--- config.mk ---
export PLATFORM = sky130hd
export DESIGN_NAME = busca_instrucao
export DESIGN_NICKNAME = d
export VERILOG_FILES = /design/src/rtl/busca_instrucao.sv
export SDC_FILE = /design/constraint.sdc
export NUM_CORES = 1
export LEC_CHECK = 0
export ABC_AREA = 1
export BUFFER_PORTS_ARGS = -buffer_cell sky130_fd_sc_hd__buf_2
export CAP_MARGIN = 20
export CORE_ASPECT_RATIO = 0.75
export CORE_MARGIN = 2
export CORE_UTILIZATION = 59
export CTS_BUF_LIST = sky130_fd_sc_hd__clkbuf_16
export CTS_CLUSTER_SIZE = 30
export DETAILED_ROUTE_END_ITERATION = 16
export GPL_TIMING_DRIVEN = 0
export PLACE_DENSITY = 0.86
export SLEW_MARGIN = 20
export SYNTH_ARGS = -nofsm -noshare
export SYNTH_HDL_FRONTEND = slang
export SYNTH_SLANG_ARGS = --single-unit
--- constraint.sdc ---
create_clock -name clk -period 2.6 [get_ports clk]
set_input_delay 0.13 -clock clk [delete_from_list [all_inputs] [get_ports clk]]
set_output_delay 0.13 -clock clk [all_outputs]
set_load 0.01 [all_outputs]
--- src/rtl/busca_instrucao.sv ---
// busca_instrucao: instruction fetch stage with PC, req/ack memory port and valid/ready instruction output
module busca_instrucao #(
    parameter logic [31:0] RESET_PC = 32'h0000_0000
) (
    input  logic        clk,
    input  logic        rst_n,
    output logic        imem_req,
    output logic [31:0] imem_addr,
    input  logic        imem_ack,
    input  logic [31:0] imem_rdata,
    output logic [31:0] instr,
    output logic [31:0] pc_instr,
    output logic        instr_valid,
    input  logic        instr_ready,
    input  logic        desvio_en,
    input  logic [31:0] desvio_alvo,
    output logic        erro_alinhamento
);
    typedef enum logic [1:0] {BUSCA, VALIDO, DESCARTA, ERRO} estado_t;
    estado_t     state_q, state_d;
    logic [31:0] pc_q, pc_d, pc_pend_q, pc_pend_d, instr_q, instr_d, pc_instr_q, pc_instr_d;
    logic        alvo_ok, buscando;
    assign alvo_ok  = desvio_alvo[1:0] == 2'b00;
    assign buscando = state_q == BUSCA || state_q == DESCARTA;
    assign imem_req         = rst_n && buscando;
    assign imem_addr        = buscando ? pc_q : 32'h0;
    assign instr_valid      = state_q == VALIDO;
    assign erro_alinhamento = state_q == ERRO;
    assign instr            = instr_q;
    assign pc_instr         = pc_instr_q;
    always_ff @(posedge clk or negedge rst_n) begin
        if (!rst_n) begin
            state_q    <= BUSCA;
            pc_q       <= RESET_PC;
            pc_pend_q  <= 32'h0;
            instr_q    <= 32'h0;
            pc_instr_q <= 32'h0;
        end else begin
            state_q    <= state_d;
            pc_q       <= pc_d;
            pc_pend_q  <= pc_pend_d;
            instr_q    <= instr_d;
            pc_instr_q <= pc_instr_d;
        end
    end
    // A request in flight is never altered; redirects arriving then are parked in pc_pend
    always_comb begin
        state_d    = state_q;
        pc_d       = pc_q;
        pc_pend_d  = pc_pend_q;
        instr_d    = instr_q;
        pc_instr_d = pc_instr_q;
        case (state_q)
            BUSCA: begin
                if (desvio_en) begin
                    if (!alvo_ok) state_d = ERRO;
                    else if (imem_ack) pc_d = desvio_alvo;
                    else begin
                        pc_pend_d = desvio_alvo;
                        state_d   = DESCARTA;
                    end
                end else if (imem_ack) begin
                    instr_d    = imem_rdata;
                    pc_instr_d = pc_q;
                    pc_d       = pc_q + 32'd4;
                    state_d    = VALIDO;
                end
            end
            VALIDO: begin
                if (desvio_en) begin
                    if (!alvo_ok) state_d = ERRO;
                    else begin
                        pc_d    = desvio_alvo;
                        state_d = BUSCA;
                    end
                end else if (instr_ready) state_d = BUSCA;
            end
            DESCARTA: begin
                if (desvio_en) begin
                    if (!alvo_ok) state_d = ERRO;
                    else if (imem_ack) begin
                        pc_d    = desvio_alvo;
                        state_d = BUSCA;
                    end else pc_pend_d = desvio_alvo;
                end else if (imem_ack) begin
                    pc_d    = pc_pend_q;
                    state_d = BUSCA;
                end
            end
            ERRO: state_d = ERRO;
        endcase
    end
endmodule

==> results of run 1 <==
==> state kept, by name (all words and copies together), names as in the netlist <==
register / cells
state_q: 2
instr: 32
pc_instr: 32
pc_q: 32
pc_pend_q: 32
==> worst max-delay path, cell delays in order, from the launching register on <==
cell	delay, ns
dfrtp_1	0.57
inv_1	0.14
ha_1	0.38
buf_2	0.20
nor2_2	0.31
clkbuf_1	0.43
o21ai_0	0.24
nand3_1	0.13
==> final timing paths <==
| path | startpoint | end | slack (ns) | depth (start not counted) |
|---|---|---|---|---|
| setup / recovery | state_q[0] | pc_q[17] | 0.13 | 7 |
| hold / removal | desvio_alvo[8] | pc_pend_q[8] | 0.01 | 3 |
| setup reg to reg | state_q[0] | pc_q[17] | 0.13 | 7 |
| hold reg to reg | pc_instr[25] | pc_instr[25] | 0.48 | 2 |
| max in group asynchronous | rst_n | pc_instr[20] | 1.68 | 3 |
| min in group asynchronous | rst_n | pc_pend_q[8] | 0.21 | 2 |
==> routing by layer <==
layer / share of wire (%) / GRT usage (%) / up-vias
li1: - / - / 3538
met2: 46 / 58.4 / 505
met1: 40 / 48.9 / 3544
met5: 0 / 0 / -
met3: 12 / 9.12 / 65
met4: 2.5 / 11.0 / 0
==> kinds of logic (layout without fill, tap and decap cells) <==
kind of cell               after synthesis  count (layout)  share of synthesized area (%)
muxes                                   32              32                           5.03
DFF                                    130             130                           45.4
buffers and inverters                  137             379                           8.24
AOI/OAI and AO/OA                      169             169                           12.6
adders and majority gates                5               5                          0.873
and+or+nand+nor                        472             472                           27.8
==> metrics by stage <==
step                      area [sq um]  hold WS [ns]  TNS [ns]
after floorplan                   7170        -0.166         0
after detailed placement          8240        0.0687         0
after CTS                         9250       0.00460         0
after global placement            8200         0.363    -33.53
final                             9250        0.0105         0
after global routing              9250       0.00150         0
==> timing repair <==
action / CTS / global route
hold endpoints to repair: 93 / 0
gates resized for setup: 0 / 1
setup endpoints to repair: 0 / 1
hold buffers: 43 / 0
==> final cells by class <==
| type | instances | area [sq um] |
|---|---|---|
| fillers | 819 | 2450 |
| multi-input cells | 678 | 3320 |
| clock inverters | 15 | 155 |
| clock buffers | 17 | 425 |
| well taps | 162 | 203 |
| inverters | 92 | 348 |
| plain buffers | 45 | 243 |
| repair buffers | 210 | 1300 |
| flip-flops and latches | 130 | 3250 |
==> synth_stat cells, types with 2 or more instances <==
master | number | area (sq um)
nand2_1 | 291 | 1090
dfrtp_1 | 130 | 3250
o21ai_0 | 106 | 531
inv_1 | 88 | 330
nor2_1 | 78 | 293
nand3_1 | 65 | 325
a21oi_1 | 32 | 160
mux2_2 | 32 | 360
buf_2 | 20 | 100
clkbuf_1 | 15 | 56.3
a31oi_1 | 13 | 81.3
nand4_1 | 13 | 81.3
nor2_2 | 7 | 43.8
nor2_4 | 6 | 67.6
buf_6 | 5 | 56.3
ha_1 | 5 | 62.6
o22ai_1 | 4 | 25.0
buf_4 | 3 | 22.5
inv_2 | 3 | 11.3
nand2_2 | 3 | 18.8
o2111ai_1 | 3 | 26.3
o211ai_1 | 3 | 22.5
and2_1 | 2 | 12.5
buf_1 | 2 | 7.51
nand2_4 | 2 | 22.5
nand3_2 | 2 | 20.0
nor3_1 | 2 | 10.0
o21ai_1 | 2 | 10.0
o21ai_2 | 2 | 17.5
==> power groups by stage <==
stage	clock network, mW	logic, mW	registers (mW)
after detailed placement	0	5.11	3.61
after floorplan	0	3.19	3.72
final	2.38	5.41	3.65
after global placement	0	4.99	3.57
after CTS	2.38	5.23	3.59
after global routing	2.49	5.93	3.75
==> flow_summary_export.csv, run 1 <==
group,metric,value,unit
power_and_ir_drop,p_seq_share,31.9,%
floorplan,start_util,61.3,%
timing,period_share,94.9,%
final_layout,drive_above_1_share,24.0,%
power_and_ir_drop,pwr-share-comb,47.2,%
timing,fmax,405,MHz
detailed_routing,viasPerCell,5.67,
critical_path,cp_data_arrival_time,2.82,ns
place,dpl.cell_count,1274,
critical_path,cp.required,2.95,ns
floorplan,die_x,131,um
clocking,clk_path_buf_depth,2,
clocking,cts_max_level,4,
timing,timing_worst_slew_pin_value,0.531,ns
logic_synthesis,syn_avg_cell_area,7.58,sq um
grt,grt_pass1_wl,36700,um
grt,antenna_found_initial,0,
place,dp_slack,0.150,ns
detailed_routing,ant_nets,0,
floorplan,core.rowCount,34,
power_and_ir_drop,leakage,4.70,nW
run,cap_violations,0,
logic_synthesis,syn-num-nets,1019,
run_status,outcome,"completed",
logic_synthesis,synthArstFlopShare,100,%
clocking,cts_buffers,17,
hold_path,hold_path_class,"in -> reg",
timing,finalHoldViolations,0,
final_layout,mostFrequentLayoutCells,"291 x nand2_1, 185 x buf_2, 130 x dfrtp_1",
logic_synthesis,synth_seq_area_share,45.4,%
power_and_ir_drop,total_power,11.4,mW
logic_synthesis,syn-cell-area,7170,sq um
logic_synthesis,ys_warn_count,0,
power_and_ir_drop,sw_frac_of_total,44.4,%
final_layout,final_core_util,79.1,%
clocking,root_buffer,"clkbuf_16",
critical_path,crit_path_start_kind,"flop",
logic_synthesis,syn-instance-count,945,
place,io_buffer_count,166,
power_and_ir_drop,vdd_drop_max,618,uV
clocking,post-cts-setup-buffer-count,0,
logic_synthesis,synth-edff-count,0,
critical_path,crit_type,"reg -> reg",
final_layout,layout.cells.non_filler,1349,
floorplan,die-area,13100,sq um
timing,fin_worst_skew,0.00797,ns
logic_synthesis,synth-seq-cells,130,
timing,slew_violations,0,
clocking,cts_sinks,130,
clocking,cts_tree,"built",
logic_synthesis,synthFlopType,"dfrtp_1",
final_layout,diodes,0,
final_layout,syn_to_final_growth,29.1,%
detailed_routing,drtIter0Drc,938,
grt,grt_overflow_total,0,
critical_path,critPathMaxFanout,10,
power_and_ir_drop,pwr-share-clk,20.8,%
timing,period_needed,2.47,ns
place,globalplace.congestion,0.958,
detailed_routing,post-route-drc-count,0,
detailed_routing,routed_wl,23000,um
clocking,clk_latency,0.42,ns
timing,rsz0062_at_grt,"no",
power_and_ir_drop,power_density,1240,nW/um^2
final_layout,finalNetCount,1248,
grt,grt_max_degree,81,
power_and_ir_drop,p_switching,5.08,mW
power_and_ir_drop,p_int,6.36,mW
clocking,clk_pin_slew_worst_paths,0.06,ns
timing,fin_ws,0.132,ns
grt,track_usage,36.1,%
floorplan,core,11700,sq um
floorplan,die_h,99.4,um
detailed_routing,wl_per_cell,17.0,um
detailed_routing,route.vias.total,7652,
logic_synthesis,synth.distinct_cells,35,
timing,finalSetupViolCount,0,
place,dpl.hpwl,15400,um
detailed_routing,dr.pass1.iters,6,
critical_path,end_kind,"flop",
timing,slew_headroom,64.6,%
grt,grt_pass1_vias,7175,
final_layout,final_common_cell,"nand2_1",
floorplan,design.portCount,168,
Note: power is estimated with default switching activity, not from simulation.
==> run 2: changes to the inputs <==
- CORE_ASPECT_RATIO: 0.75 -> default
- CORE_UTILIZATION: 59 -> 53
- PLACE_DENSITY: 0.86 -> 0.79
==> run 2 against run 1 <==
Against the previous run: the run now ends with hold timing left; final cell count is 0.74% higher; worst setup slack better by 0.033 ns; worst hold slack lost 0.015 ns; die area is 11% higher; wire length down 1.9%; largest power group unchanged; combinational power down 3%; first-iteration DRC count decreased by 14%; critical path type unchanged; flip-flop and latch count unchanged; non-clock buffer count is 2 lower; sequential share of layout area about the same.
==> flow_summary_export.csv, run 2 (synthesis gave the netlist of run 1 again) <==
group,metric,value,unit
critical_path,end_kind,"flop",
critical_path,path_cells,"inv_1 > ha_1 > buf_2 > nor2_1 > clkbuf_1 > o21ai_0 > nand3_1",
clocking,clk_path_buf_depth,2,
detailed_routing,route.vias.total,7378,
floorplan,start_util,54.1,%
critical_path,crit_type,"reg -> reg",
clocking,cts_sinks,130,
detailed_routing,ant_nets,0,
detailed_routing,wl_per_cell,16.6,um
final_layout,drive_above_1_share,23.9,%
floorplan,core.rowCount,42,
final_layout,syn_to_final_growth,29.2,%
power_and_ir_drop,leakage,4.70,nW
detailed_routing,routed_wl,22500,um
final_layout,finalNetCount,1246,
grt,grt_overflow_total,0,
floorplan,die_x,120,um
run_status,outcome,"finished with violations",
clocking,clk_pin_slew_worst_paths,0.06,ns
timing,rsz0062_at_grt,"no",
power_and_ir_drop,vdd_drop_max,556,uV
critical_path,cpMaxStageDelayCell,"dfrtp_1",
final_layout,mostFrequentLayoutCells,"291 x nand2_1, 185 x buf_2, 130 x dfrtp_1",
final_layout,final_common_cell,"nand2_1",
grt,antenna_found_initial,0,
place,globalplace.congestion,0.965,
timing,slew_headroom,63.6,%
detailed_routing,post-route-drc-count,0,
grt,track_usage,31.2,%
final_layout,diodes,0,
floorplan,die-area,14500,sq um
timing,timing_worst_slew_pin_value,0.547,ns
clocking,cts_max_level,4,
floorplan,die_h,120,um
critical_path,crit_path_start_kind,"flop",
timing,fin_worst_skew,0.00667,ns
place,io_buffer_count,166,
final_layout,fillCellCount,1123,
floorplan,design.portCount,168,
detailed_routing,viasPerCell,5.43,
detailed_routing,dr.pass1.iters,5,
hold_path,hold_path_class,"in -> reg",
grt,grt_max_degree,101,
grt,grt_pass1_wl,35300,um
clocking,clk_latency,0.42,ns
critical_path,cp.required,2.96,ns
timing,period_share,93.7,%
power_and_ir_drop,power_density,1230,nW/um^2
floorplan,core,13200,sq um
timing,period_needed,2.44,ns
critical_path,cp_top_family,"buffers and inverters",
clocking,cts_buffers,17,
run_status,violations,"hold timing",
critical_path,critPathMaxFanout,10,
timing,fmax,411,MHz
critical_path,cp_num_buf_inv,3,
run,cap_violations,0,
timing,finalHoldViolations,1,
critical_path,cp_data_arrival_time,2.79,ns
clocking,post-cts-setup-buffer-count,0,
clocking,cts_tree,"built",
timing,final.setup.tns,0,ns
timing,whs,-0.00425,ns
critical_path,slowest_delay,0.54,ns
power_and_ir_drop,total_power,11.4,mW
grt,grt_pass1_vias,7088,
detailed_routing,drtIter0Drc,810,
timing,finalSetupViolCount,0,
place,dpl.hpwl,15800,um
clocking,root_buffer,"clkbuf_16",
timing,slew_violations,0,
## run 2: cell type report
| cell class | instances | area (sq um) | area share (%) |
|---|---|---|---|
| repair buffers | 208 | 1280 | 13.8 |
| plain buffers | 45 | 243 | 2.62 |
| clock inverters | 13 | 170 | 1.84 |
| clock buffers | 17 | 425 | 4.59 |
| well taps | 176 | 220 | 2.38 |
| flip-flops and latches | 130 | 3250 | 35.1 |
| inverters | 92 | 348 | 3.76 |
| multi-input cells | 678 | 3320 | 35.9 |
## run 2: worst paths after layout
kind / slack, ns / cells after the start / startpoint / endpoint
worst max-delay path: 0.16 / 7 / state_q[0] / pc_q[16]
worst min-delay path: -0.004 / 3 / desvio_alvo[8] / pc_pend_q[8]
worst max register to register: 0.16 / 7 / state_q[0] / pc_q[16]
worst min register to register: 0.48 / 2 / pc_instr[5] / pc_instr[5]
max in group asynchronous: 1.64 / 3 / rst_n / pc_instr[10]
min in group asynchronous: 0.16 / 2 / rst_n / pc_pend_q[13]
## run 2: where the power goes
part / internal [mW] / switching [mW] / total, mW
sequential: 2.97 / 0.690 / 3.66
clock: 1.58 / 0.877 / 2.45
combinational: 1.97 / 3.30 / 5.26
total: 6.51 / 4.86 / 11.4
## run 2: worst min-delay path: cells and delay by family
| kind | cells | cell delay [ns] |
|---|---|---|
| buffers and inverters | 2 | 0.15 |
| AO/OA/AOI/OAI | 1 | 0.08 |
## run 2: metal layers
layer / vias up / track usage (%) / share of wire [%]
met5: - / 0 / 0
met4: 0 / 10.1 / 2.5
met3: 51 / 6.27 / 7.8
met2: 345 / 52.3 / 47
met1: 3461 / 40.8 / 42
li1: 3521 / - / -
## run 2: timing repair
action,in CTS,in global routing
setup endpoints to repair,0,0
hold buffers,41,0
hold endpoints to repair,169,0
resized for setup,0,0
## run 2: stage by stage
stage,cell area (sq um),hold WS (ns),worst slack (ns),instances,util (%)
final,9260,-0.00425,0.165,1359,69.9
after global routing,9260,0.0332,0.0258,1359,69.9
after CTS,9260,0.000732,0.194,1359,69.9
after detailed placement,8250,0.00805,0.218,1288,62.3
after global placement,8220,0.367,-0.320,1287,62.0
after floorplan,7170,-0.166,0.860,945,-
